## config.mk

```make
export PLATFORM = sky130hd
export DESIGN_NAME = buzzer_driver
export DESIGN_NICKNAME = d
export VERILOG_FILES = /design/src/rtl/buzzer_driver.sv
export SDC_FILE = /design/constraint.sdc
export NUM_CORES = 1
export LEC_CHECK = 0
export CAP_MARGIN = 40
export CELL_PAD_IN_SITES_DETAIL_PLACEMENT = 1
export CELL_PAD_IN_SITES_GLOBAL_PLACEMENT = 1
export CORE_MARGIN = 3
export CORE_UTILIZATION = 45
export CTS_BUF_LIST = sky130_fd_sc_hd__clkbuf_4 sky130_fd_sc_hd__clkbuf_8
export DETAILED_ROUTE_END_ITERATION = 16
export MAX_ROUTING_LAYER = met4
export PLACE_DENSITY_LB_ADDON = 0.25
export SYNTH_ARGS = -nofsm -noshare
export SYNTH_HDL_FRONTEND = slang
export SYNTH_SLANG_ARGS = --single-unit
```

## constraint.sdc

```tcl
create_clock -name clk -period 2.8 [get_ports clk]
set_clock_uncertainty 0.1 [all_clocks]
set_input_delay 0.28 -clock clk [delete_from_list [all_inputs] [get_ports clk]]
set_output_delay 0.28 -clock clk [all_outputs]
set_load 0.03 [all_outputs]
```

## src/rtl/buzzer_driver.sv

```systemverilog
// buzzer_driver: turns the alarm comparator's ring level into a beeping buzzer
// drive with stop, snooze (limited count) and automatic timeout handling.
module buzzer_driver #(
    parameter int BEEP_ON_CYC      = 500,
    parameter int BEEP_OFF_CYC     = 500,
    parameter int RING_TIMEOUT_CYC = 60000,
    parameter int SNOOZE_CYC       = 300000,
    parameter int MAX_SNOOZE       = 3
) (
    input  logic       clk,
    input  logic       rst,
    input  logic       en,
    input  logic       ring,
    input  logic       btn_stop,
    input  logic       btn_snooze,
    output logic       buzzer,
    output logic       ringing,
    output logic       snoozing,
    output logic [1:0] snooze_count
);

    localparam logic [1:0] IDLE    = 2'd0;
    localparam logic [1:0] RINGING = 2'd1;
    localparam logic [1:0] SNOOZE  = 2'd2;

    // Terminal counts: each counter runs 0..N-1 and the state leaves on N-1.
    localparam logic [31:0] ON_LAST     = 32'(BEEP_ON_CYC - 1);
    localparam logic [31:0] OFF_LAST    = 32'(BEEP_OFF_CYC - 1);
    localparam logic [31:0] RING_LAST   = 32'(RING_TIMEOUT_CYC - 1);
    localparam logic [31:0] SNOOZE_LAST = 32'(SNOOZE_CYC - 1);
    localparam logic [1:0]  SNZ_MAX     = 2'(MAX_SNOOZE);

    logic [1:0]  state, state_n;
    logic        ring_prev;
    logic        phase, phase_n;          // 1 = beep ON half of the period
    logic [31:0] beep_cnt, beep_cnt_n;
    logic [31:0] ring_cnt, ring_cnt_n;
    logic [31:0] snz_cnt, snz_cnt_n;
    logic [1:0]  count_n;
    logic        trigger;

    // Only a fresh rising edge of ring starts an alarm; ring_prev resets high
    // so a level already present at reset release is not treated as an edge.
    assign trigger = ring & ~ring_prev;

    // Next-state logic: en low > stop > timeout/snooze expiry > snooze request.
    always_comb begin
        state_n    = state;
        phase_n    = phase;
        beep_cnt_n = beep_cnt;
        ring_cnt_n = ring_cnt;
        snz_cnt_n  = snz_cnt;
        count_n    = snooze_count;
        if (!en) begin
            state_n = IDLE;
            count_n = 2'd0;
        end else begin
            case (state)
                IDLE: begin
                    count_n = 2'd0;
                    if (trigger) begin
                        state_n    = RINGING;
                        phase_n    = 1'b1;
                        beep_cnt_n = 32'd0;
                        ring_cnt_n = 32'd0;
                    end
                end
                RINGING: begin
                    if (phase) begin
                        if (beep_cnt == ON_LAST) begin
                            phase_n    = 1'b0;
                            beep_cnt_n = 32'd0;
                        end else begin
                            beep_cnt_n = beep_cnt + 32'd1;
                        end
                    end else begin
                        if (beep_cnt == OFF_LAST) begin
                            phase_n    = 1'b1;
                            beep_cnt_n = 32'd0;
                        end else begin
                            beep_cnt_n = beep_cnt + 32'd1;
                        end
                    end
                    ring_cnt_n = ring_cnt + 32'd1;
                    if (btn_stop) begin
                        state_n = IDLE;
                        count_n = 2'd0;
                    end else if (ring_cnt == RING_LAST) begin
                        state_n = IDLE;
                        count_n = 2'd0;
                    end else if (btn_snooze && (snooze_count < SNZ_MAX)) begin
                        state_n   = SNOOZE;
                        count_n   = snooze_count + 2'd1;
                        snz_cnt_n = 32'd0;
                    end
                end
                SNOOZE: begin
                    snz_cnt_n = snz_cnt + 32'd1;
                    if (btn_stop) begin
                        state_n = IDLE;
                        count_n = 2'd0;
                    end else if (snz_cnt == SNOOZE_LAST) begin
                        state_n    = RINGING;
                        phase_n    = 1'b1;
                        beep_cnt_n = 32'd0;
                        ring_cnt_n = 32'd0;
                    end
                end
                default: begin
                    state_n = IDLE;
                    count_n = 2'd0;
                end
            endcase
        end
    end

    // State, counters and registered outputs (outputs derived from next state).
    always_ff @(posedge clk) begin
        if (!rst) begin
            state        <= IDLE;
            ring_prev    <= 1'b1;
            phase        <= 1'b0;
            beep_cnt     <= 32'd0;
            ring_cnt     <= 32'd0;
            snz_cnt      <= 32'd0;
            snooze_count <= 2'd0;
            buzzer       <= 1'b0;
            ringing      <= 1'b0;
            snoozing     <= 1'b0;
        end else begin
            state        <= state_n;
            ring_prev    <= ring;
            phase        <= phase_n;
            beep_cnt     <= beep_cnt_n;
            ring_cnt     <= ring_cnt_n;
            snz_cnt      <= snz_cnt_n;
            snooze_count <= count_n;
            buzzer       <= (state_n == RINGING) && phase_n;
            ringing      <= (state_n == RINGING);
            snoozing     <= (state_n == SNOOZE);
        end
    end

endmodule

```

After elaboration in Yosys (flattened, before gate mapping):

Index checks and enable logic that the tools add are counted.

* add/sub/neg operators: 4
* magnitude comparators: 1
* equality and inequality tests: 15
* multiplexer cells: 31
* bitwise logic cells: 2
* reductions and logical operators: 9

Operator list (number)
* $mux W32: 7
* $pmux W32 S3: 2
* $add A32 B1 Y32 const B: 3
* $pmux W32 S2: 1
* $eq A32 B16 Y1 const B: 1
* $eq A32 B19 Y1 const B: 1
* $eq A32 B9 Y1 const B: 1
* $mux W2: 11
* $ne A2 B2 Y1 const B: 7
* $reduce_and A5 Y1: 2
* $mux W1: 7
* $pmux W2 S3: 1
* $eq A2 B1 Y1 const B: 2
* $eq A2 B2 Y1 const B: 2
* $ne A4 B4 Y1 const B: 1
* $pmux W2 S2: 1
* $reduce_and A2 Y1: 2
* $pmux W1 S3: 1
* $reduce_bool A3 Y1: 1
* $add A2 B1 Y2 const B: 1
* $logic_and A1 B1 Y1: 2
* $logic_not A2 Y1: 1
* $lt A2 B2 Y1 const B: 1
* $reduce_bool A2 Y1: 1
* 2 further kinds: 2

* bits in registers: 105
* bits of input ports: 6

Longest topological paths before layout:

* word-level depth: 9
* depth in mapped cells: 10
* mapped depth without buffers: 7

Worst setup path before layout:

Ideal clock, no wire load.

* path kind: register -> register
* start: register ring_cnt[0]
* end: register snz_cnt[17]
* setup time: 128 ps
* arrival time: 2172 ps
* required time: 2572 ps
* slack: 400 ps
* stages on the path, launching flop included: 10
* buffers on the path: 2
* path through: dfxtp_1 > ha_1 > and4_1 > and4_1 > and3_1 > nand3b_1 > o21ai_0 > clkbuf_1 > clkbuf_1 > nor2_1

* cells in the longest elaborated chain, start to end: 3

Ends and longest elaborated chain
* from (decl): line 37 `logic [31:0] ring_cnt, ring_cnt_n;`
* from (signal assigned): line 135 `ring_cnt <= ring_cnt_n;`
* $eq A32 B16 Y1: line 88 `end else if (ring_cnt == RING_LAST) begin`
* $ne A2 B2 Y1 (no source line)
* $reduce_and A5 Y1 (no source line)
* to (signal assigned): line 136 `snz_cnt <= snz_cnt_n;`
* to (decl): line 38 `logic [31:0] snz_cnt, snz_cnt_n;`

No other way between the ends.
A chain may end at the register's enable or synchronous reset.

Final worst setup path:

* start: register snz_cnt[18]
* end: register ring_cnt[13]

* cells in the longest elaborated chain, start to end: 3

Ends and longest elaborated chain
* $eq A32 B19 Y1: line 102 `end else if (snz_cnt == SNOOZE_LAST) begin`
* $ne A2 B2 Y1 (no source line)
* $reduce_and A5 Y1 (no source line)

No other way between the ends.

==> flow_summary.rst <==
.. list-table::
   :header-rows: 1

   * - Metric
     - Value
   * - Wire length on met1
     - 6.665 mm
   * - FILL cells
     - 1,378
   * - End of the worst hold path
     - beep_cnt[31]
   * - Clock transition at the registers of the reported paths
     - 0.11 ns
   * - Num rows
     - 38
   * - Unrepaired setup endpoints after global routing
     - no
   * - R2R Path Start
     - snz_cnt[18]
   * - Count of cell instances traversed by the critical path
     - 7
   * - Maximum number of buffers from clock root to sink
     - 2
   * - Min-Delay Startpoint
     - beep_cnt[31]
   * - Synthesized area per cell
     - 8.262 µm²
   * - # hold bufs at CTS
     - 0
   * - Die area
     - 0.01309 mm²
   * - Kind of critical path
     - reg -> reg
   * - Number of top-level pins
     - 11
   * - Detailed-route DRC error count
     - 0
   * - Distinct cell type count of the synthesized netlist
     - 49
   * - Share of synthesized registers carrying an async set or reset
     - 0
   * - Clock root cell
     - clkbuf_8
   * - Number of antenna violations at the first check in global routing
     - 0
   * - Number of sinks on the clock net
     - 105
   * - Met2 wire length
     - 7.036 mm
   * - Ant diodes
     - 0
   * - Largest cells by area after synthesis
     - dfxtp_1 (40%), xnor2_1 (5.5%), nor2_1 (4.8%)
   * - CTS tree
     - done
   * - Via/cell ratio
     - 6.055
   * - Die height
     - 114.4 µm
   * - Quantity of I/O buffers inserted on ports
     - 10
   * - Crit-path cells
     - nor4b_2 > and4b_1 > and3_2 > buf_4 > o211ai_1 > or3_1 > a21oi_1
   * - Number of clock buffers inserted by TritonCTS
     - 9
   * - Setup-failing EPs final
     - 0
   * - Leading cell types by count after synthesis
     - dfxtp_1 (105), nor2_1 (68), nand2_1 (48), a21oi_1 (43), o21ai_0 (42)
   * - Number of nets in the synthesized netlist
     - 650
   * - Initial DRC Count
     - 277
   * - Number of nets still failing antenna checks after routing
     - 0
   * - Max-cap violations
     - 0
   * - Length of the first detailed-routing pass in iterations
     - 5
   * - Pin count of the biggest net entering global routing
     - 33
   * - Leakage Power
     - 1.842 nW
   * - Slew of the pin with the lowest slew margin
     - 0.8368 ns
   * - WP buf/inv
     - 1
   * - Area of the placeable core
     - 0.01117 mm²
   * - Routed via count
     - 4,832
   * - Reg2reg path depth
     - 7
   * - Post-route cell area
     - 0.005807 mm²
   * - Worst max-slew margin expressed relative to the limit
     - 0.4277
   * - Arrival time at the worst endpoint
     - 2.86 ns
   * - Part of the cycle the worst path needs
     - 0.9445
   * - FF-to-FF End
     - ring_cnt[13]
   * - Overflow left after global routing
     - 0
   * - Crit path required time
     - 3.02 ns
   * - Primary FF master, synth
     - dfxtp_1
   * - Growth of design area from synthesis to finish
     - 9.820%
   * - Portion of synthesized cell area occupied by the leading cell type
     - 0.3975
   * - Total routed wirelength
     - 14.11 mm
   * - VDD IR-drop max
     - 0.3321 mV
   * - Critical path launch point type
     - flop
   * - Yosys warnings
     - 0
   * - PnR Total Power
     - 0.002478 W
   * - Share of cells above drive strength 1
     - 0.06687
   * - Met3 wire length
     - 280 µm
   * - Highest layer used for signal routing
     - met4
   * - Max Clk Rate
     - 378.1 MHz
   * - Number of instances in the synthesized netlist
     - 640
   * - Post-synthesis cell type with the largest combined area
     - dfxtp_1
   * - Largest delay share family, worst path
     - simple AND/OR/NAND/NOR gates
   * - Number of synthesized register bits
     - 105
   * - Post-detailed-placement cell area
     - 0.005620 mm²
   * - Average wire per cell in the routed design
     - 17.68 µm
   * - Hold Path Depth
     - 2
   * - Most common cell in the netlist
     - dfxtp_1
   * - Final Hold Vio Count
     - 0
   * - Number of max-slew violations in the final report
     - 0
   * - Die W
     - 114.4 µm
   * - Number of global-route vias before repair
     - 4,947
   * - Worst-Skew Late Latency
     - 0.39 ns
   * - Wire length of the first global-routing pass
     - 24.21 mm
   * - Htree depth
     - 3
   * - Critical Path Fanout Max
     - 16
   * - Cell area after synthesis
     - 0.005288 mm²
   * - Slowest library cell on the worst path
     - dfxtp_1
   * - Class of the tightest hold or removal check
     - reg -> reg
   * - Total Routing Usage GR
     - 0.2344
   * - Nets@finish
     - 664
   * - Delay of the slowest critical-path stage
     - 0.44 ns
   * - Initial standard-cell utilization of the core
     - 0.4732
   * - Flop-to-flop setup slack
     - 0.16 ns
   * - Critical path endpoint category
     - flop
   * - Post-detail-place hpwl
     - 10.15 mm
   * - Sequential element share of the synthesized area
     - 0.3975
   * - Pwr dens
     - 426.7 mW/mm²
   * - Result of the run
     - completed
   * - Final weighted congestion of routability-driven global placement
     - 0.7671
   * - Final Critical Period
     - 2.644 ns
   * - Number of synthesized flops with an enable pin
     - 0
[worst max-delay path by stage]
stage,start,to
floorplan,ring_cnt[0],snz_cnt[17]
global placement,en,beep_cnt[29]
detailed placement,en,beep_cnt[29]
CTS,snz_cnt[5],ring_cnt[13]
global route,snz_cnt[18],beep_cnt[29]
finish,snz_cnt[18],ring_cnt[13]
[stage by stage]
stage | setup slack (ns) | std cells | TNS [ns] | hold slack (ns) | util
after global routing | 0.001915 | 798 | 0 | 0.4251 | 0.5197
after CTS | 0.04927 | 798 | 0 | 0.3897 | 0.5190
after floorplan | 0.4000 | 640 | 0 | 0.2815 | -
after detailed placement | -0.007907 | 783 | -0.007907 | 0.3728 | 0.5030
final | 0.1555 | 798 | 0 | 0.3872 | 0.5197
after global placement | 0.1010 | 783 | 0 | 0.3641 | 0.5030
[timing repair]
item,in CTS,in global routing
gates resized for setup,0,2
setup endpoints to repair,0,21
setup buffers,0,0
[cells by family after synthesis]
family / synth area share
AOI/OAI and AO/OA: 0.1498
xor gates and xnor gates: 0.08945
adders and majority gates: 0.009466
buffers and inverters: 0.02769
DFF: 0.3975
muxes: 0.001893
and+or+nand+nor: 0.3242
[cells in the final DEF, fill, tap and decap left out, types with 22 or more instances in the layout]
cell type,synthesis,routed
dfxtp_1,105,105
xnor2_1,33,33
a21oi_1,43,43
nand4_1,23,23
o21ai_0,42,41
nand3_1,24,24
nor3_1,22,22
nor2_1,68,68
or3_1,26,26
nand2_1,48,48
[state kept, by name, summed over array words and instances (netlist names)]
signal / count
state: 2
phase: 1
buzzer: 1
snoozing: 1
beep_cnt: 32
ringing: 1
ring_prev: 1
snooze_count: 2
snz_cnt: 32
ring_cnt: 32
[per-layer routing]
metal	global-route usage	vias to the layer above
li1	-	2394
met1	0.2894	2383
met2	0.3908	44
met3	0.04493	11
met4	0.06651	0
met5	-	-
[power breakdown]
group | internal [W] | switching, W | total [W]
clock | 0.000349 | 0.000546 | 0.000895
sequential | 0.00150 | 0.00000452 | 0.00150
combinational | 0.0000259 | 0.0000557 | 0.0000816
[worst register-to-register path: stages, from the launching register on]
cell and delay, ns:
dfxtp_1 0.44, nor4b_2 0.38, and4b_1 0.30, and3_2 0.35, buf_4 0.26, o211ai_1 0.20, or3_1 0.39, a21oi_1 0.16
[layout make-up]
| type | count | area (µm²) | share of cell area |
|---|---|---|---|
| clock buffers | 10 | 137.6 | 0.02370 |
| flip-flops and latches | 105 | 2102 | 0.3620 |
| multi-input cells | 499 | 3054 | 0.5260 |
| repair buffers | 30 | 262.8 | 0.04525 |
| well taps | 140 | 175.2 | 0.03017 |
| clock inverters | 5 | 41.29 | 0.007111 |
| inverters | 9 | 33.78 | 0.005818 |
(Power assumes the default switching activity.)
